`src/rtl/yellowball_sprite_fetch.sv`:
```
// Pixel-fetch stage for the yellowball sprite: scan position -> sprite ROM address -> palette index.
// Two-stage pipeline; the ball position is sampled once per frame so the sprite never tears.
module yellowball_sprite_fetch #(
    parameter int         SPRITE_W    = 16,
    parameter int         SPRITE_H    = 16,
    parameter int         ADDR_W      = 8,
    parameter int         SCALE_LOG2  = 0,
    parameter logic [7:0] TRANS_INDEX = 8'd5
) (
    input  logic              Clk,
    input  logic              Reset,
    input  logic              frame_sync,
    input  logic              display_en,
    input  logic [9:0]        DrawX,
    input  logic [9:0]        DrawY,
    input  logic [9:0]        BallX,
    input  logic [9:0]        BallY,
    output logic [ADDR_W-1:0] rom_addr,
    input  logic [7:0]        rom_q,
    output logic [7:0]        palette_index,
    output logic              pixel_on
);

    localparam int          COL_BITS = $clog2(SPRITE_W);
    localparam logic [10:0] BOX_W    = 11'(SPRITE_W << SCALE_LOG2);
    localparam logic [10:0] BOX_H    = 11'(SPRITE_H << SCALE_LOG2);

    logic [9:0]        pos_x;
    logic [9:0]        pos_y;
    logic [10:0]       dx;
    logic [10:0]       dy;
    logic [10:0]       col;
    logic [10:0]       row;
    logic              inbox;
    logic [ADDR_W-1:0] addr_next;
    logic              v1;
    logic              opaque;

    // The 11-bit differences carry a sign bit, so a sprite hanging off the
    // right edge can never wrap around to column 0 of the same line.
    always_comb begin
        dx        = {1'b0, DrawX} - {1'b0, pos_x};
        dy        = {1'b0, DrawY} - {1'b0, pos_y};
        inbox     = display_en && !dx[10] && (dx < BOX_W) && !dy[10] && (dy < BOX_H);
        col       = dx >> SCALE_LOG2;
        row       = dy >> SCALE_LOG2;
        addr_next = '0;
        if (inbox) begin
            addr_next = ADDR_W'((32'(row) << COL_BITS) | 32'(col));
        end
        opaque    = v1 && (rom_q != TRANS_INDEX);
    end

    always_ff @(posedge Clk) begin
        if (Reset) begin
            pos_x         <= '0;
            pos_y         <= '0;
            rom_addr      <= '0;
            v1            <= 1'b0;
            pixel_on      <= 1'b0;
            palette_index <= '0;
        end else begin
            if (frame_sync) begin
                pos_x <= BallX;
                pos_y <= BallY;
            end
            rom_addr      <= addr_next;
            v1            <= inbox;
            pixel_on      <= opaque;
            palette_index <= opaque ? rom_q : 8'd0;
        end
    end

endmodule

```
`config.mk`:
```
export PLATFORM = sky130hd
export DESIGN_NAME = yellowball_sprite_fetch
export DESIGN_NICKNAME = d
export VERILOG_FILES = /design/src/rtl/yellowball_sprite_fetch.sv
export SDC_FILE = /design/constraint.sdc
export NUM_CORES = 1
export LEC_CHECK = 0
export CAP_MARGIN = 20
export CORE_ASPECT_RATIO = 1.25
export CORE_MARGIN = 2
export CORE_UTILIZATION = 49
export CTS_BUF_LIST = sky130_fd_sc_hd__clkbuf_4 sky130_fd_sc_hd__clkbuf_8
export DETAILED_ROUTE_END_ITERATION = 8
export GPL_ROUTABILITY_DRIVEN = 0
export GPL_TIMING_DRIVEN = 0
export PLACE_DENSITY = 0.92
export SKIP_CTS_REPAIR_TIMING = 1
export SYNTH_ARGS = -nofsm -noshare
export SYNTH_HDL_FRONTEND = slang
export SYNTH_SLANG_ARGS = --single-unit
```
`constraint.sdc`:
```
create_clock -name Clk -period 3.01 [get_ports Clk]
set_clock_uncertainty 0.2 [all_clocks]
set_input_delay 0.602 -clock Clk [delete_from_list [all_inputs] [get_ports Clk]]
set_output_delay 0.602 -clock Clk [all_outputs]
set_load 0.005 [all_outputs]
```
==> results.py <==
metrics = {
    "status": {
        "status": "finished, violations left",
        "violations": "setup timing",
    },
    "synthesis": {
        "yosysUniqueCellTypes": 51,
        "syn_avg_cell_area_um2": 8.990,
        "yosysWarnings": 0,
        "yosysSeqAreaShare_pct": 33.32,
        "synth_top_area_cell": "dfxtp_1",
        "synth_area_um2": 2283,
        "synth-main-ff-cell": "dfxtp_1",
        "yosys.area.top_type_share_pct": 33.32,
        "synth_seq_cells": 38,
        "post_synth_main_area_contributors": "dfxtp_1 (33%), ha_1 (11%), mux2i_1 (9.2%)",
        "synth_nets": 328,
        "syn_inst": 254,
        "async_flop_share_pct": 0,
        "synth_most_common_cell": "dfxtp_1",
        "synth_enable_flop_cells": 0,
        "ys_top_cells_by_count": "dfxtp_1 (38), nor2_1 (27), inv_1 (26)",
    },
    "floorplan": {
        "die_x_um": 65.06,
        "coreArea_um2": 4459,
        "io_pins": 69,
        "rows": 27,
        "dieHeight_um": 80.32,
        "die_area_um2": 5225,
        "initial_utilization_pct": 51.21,
    },
    "global_route": {
        "antenna_found_initial": 0,
        "busiest_layer": "met2",
        "grt_max_degree": 13,
        "grt_pass1_wl_mm": 8.507,
        "grt_util_met2_pct": 37.63,
        "grt_pass1_vias": 2049,
        "grt_use_total_pct": 20.70,
        "grt_overflow_total": 0,
        "use_met1_pct": 23.12,
        "grtUsageMet3_pct": 4.342,
    },
    "place": {
        "port_buffers": 67,
        "postPlaceCellArea_um2": 3027,
        "dp_hpwl_mm": 3.918,
    },
    "power_and_ir_drop": {
        "comb_power_share_pct": 31.5,
        "ir_drop_v": 0.0003289,
        "power.switching_uw": 408.0,
        "power_leakage_uw": 0.001394,
        "powerDensity_nw_per_um2": 397.6,
        "netSwitchingFraction_pct": 30.84,
        "p_seq_share_pct": 39.8,
        "p_int_uw": 914.8,
        "clockPowerShare_pct": 28.7,
    },
    "timing": {
        "finalWorstSetupSlack_ps": -46.36,
        "hold_viol": 0,
        "relSlewSlack_pct": 49.52,
        "fin_crit_sh_pct": 101.5,
        "fmax_mhz": 327.2,
        "finalCriticalPeriod_ps": 3056,
        "tightest_slew_ps": 757.3,
        "setup-violations-final": 5,
        "tns_ps": -140.2,
        "slew_violations": 0,
    },
    "layout": {
        "stdcell_area_um2": 3327,
        "nNetsFinal": 407,
        "area_growth_pct": 45.70,
        "drive_gt1_share_pct": 12.87,
        "antenna_cells": 0,
        "final_core_util_pct": 74.61,
    },
    "routing": {
        "viasPerCell": 5.528,
        "wl_mm": 6.012,
        "wire_per_inst_um": 15.34,
        "postRouteAntennaNets": 0,
        "via_count": 2167,
        "drc": 0,
        "drt-initial-drc-count": 95,
        "firstDrtPassIters": 4,
    },
    "setup_path": {
        "worst-path-max-fanout": 4,
        "cp_top_family": "compound AO/OA/AOI/OAI gates",
        "critPathKind": "in -> reg",
        "required_ps": 3010,
        "crit_chain": "clkdlybuf4s50_1, ha_4, nor2_1, a21oi_1, o31a_1, a32o_1, o31ai_2, and4bb_2, and3b_1",
        "critPathLaunchType": "input port",
        "crit_path_top_delay_cell": "clkdlybuf4s50_1",
        "cp_num_buf_inv": 1,
        "cp.depth": 9,
        "cp_slowest_stage_delay_ps": 470,
        "cp.arrival_ps": 3060,
        "r2r_cells": 10,
        "endpoint_kind": "flip-flop",
    },
    "clocking": {
        "cts_max_path_buffers": 2,
        "cts.clk_slew.worst_paths_ps": 80,
        "h-tree-depth": 2,
        "cts_root_buf": "clkbuf_8",
        "numCtsBuffers": 5,
        "cts_tree": "done",
        "cts_sinks": 38,
        "insertion_delay_ps": 300,
    },
    "job": {
        "cap_violations": 0,
    },
    "worst_hold_path": {
        "hp-class": "reg -> reg",
        "whs_path_depth": 2,
    },
}
==> worst paths after layout <==
kind / slack (ps) / endpoint / startpoint
max: -50 / rom_addr[1]$_SDFF_PP0_ / DrawX[3]
min: 300 / pos_x[9]$_SDFFE_PP0P_ / pos_x[9]$_SDFFE_PP0P_
max reg2reg: 300 / rom_addr[7]$_SDFF_PP0_ / pos_y[0]$_SDFFE_PP0P_
min reg2reg: 300 / pos_x[9]$_SDFFE_PP0P_ / pos_x[9]$_SDFFE_PP0P_
==> state kept, by name, summed over array words and instances, names as in the netlist <==
register       flops
pixel_on           1
v1                 1
pos_y             10
rom_addr           8
pos_x             10
palette_index      8
==> through the flow <==
step                      worst slack, ps  hold WS (ps)  total power, uW  cells
after global placement             -469.8         271.5            864.8    379
after detailed placement           -491.2         283.1            875.9    379
after global routing               -125.1         328.1             1384    392
after floorplan                     241.3         260.4            757.5    254
after CTS                          -190.6         303.7             1253    387
final                              -46.36         298.1             1323    392
==> cells in the final DEF (no fill, tap or decap), types with 3 or more instances in the layout <==
| cell | instances |
|---|---|
| ha_4 | 5 |
| nand2_1 | 5 |
| buf_4 | 4 |
| dlymetal6s2s_1 | 4 |
| and3_1 | 6 |
| o21a_1 | 5 |
| clkbuf_1 | 5 |
| clkdlybuf4s50_1 | 63 |
| a21oi_1 | 6 |
| and2_1 | 13 |
| o21ai_0 | 5 |
| nor2_1 | 27 |
| o2111ai_1 | 3 |
| o31a_1 | 3 |
| inv_1 | 25 |
| and3b_1 | 3 |
| clkbuf_8 | 6 |
| nand3_1 | 3 |
| mux2i_1 | 21 |
| a21o_1 | 3 |
| a21oi_2 | 3 |
| o211ai_1 | 6 |
| ha_1 | 11 |
| nand2b_1 | 5 |
| xnor2_1 | 3 |
| ha_2 | 4 |
| dfxtp_1 | 38 |
==> logic make-up after synthesis <==
family	Yosys count	share of synthesized area (%)
buffers and inverters	32	5.315
AO/OA/AOI/OAI	56	17.81
multiplexers	21	9.205
flip-flops	38	33.32
XOR/XNOR	6	2.302
AND/OR/NAND/NOR	79	19.34
adder cells (fa/ha/maj)	22	12.71
==> worst min-delay path, stage by stage, from the launching register on <==
cell     delay [ps]
dfxtp_1         330
mux2i_1          70
nor2_1           70
==> power groups by stage <==
stage	Sequential [uW]	Clock, uW	Combinational, uW
2_1_floorplan	536	0	222
3_3_place_gp	538	0	327
3_5_place_dp	539	0	337
4_1_cts	527	383	343
5_1_grt	529	406	449
6_report	527	379	417
==> layout make-up <==
| type | count | area (um2) |
|---|---|---|
| inverter | 26 | 97.59 |
| timing repair buffer | 71 | 710.7 |
| tap | 58 | 72.57 |
| clock buffer | 6 | 82.58 |
| buffer | 6 | 23.77 |
| fill | 311 | 1132 |
| multi-input combinational | 185 | 1567 |
| sequential | 38 | 760.7 |
| clock inverter | 2 | 12.51 |
==> layer usage <==
| layer | part of all wire [%] | wire [um] |
|---|---|---|
| met4 | 2.7 | 163 |
| met2 | 51 | 3073 |
| met5 | 0 | 0 |
| met1 | 41 | 2446 |
| met3 | 5.5 | 329 |
Note: power is estimated with default switching activity, not from simulation.
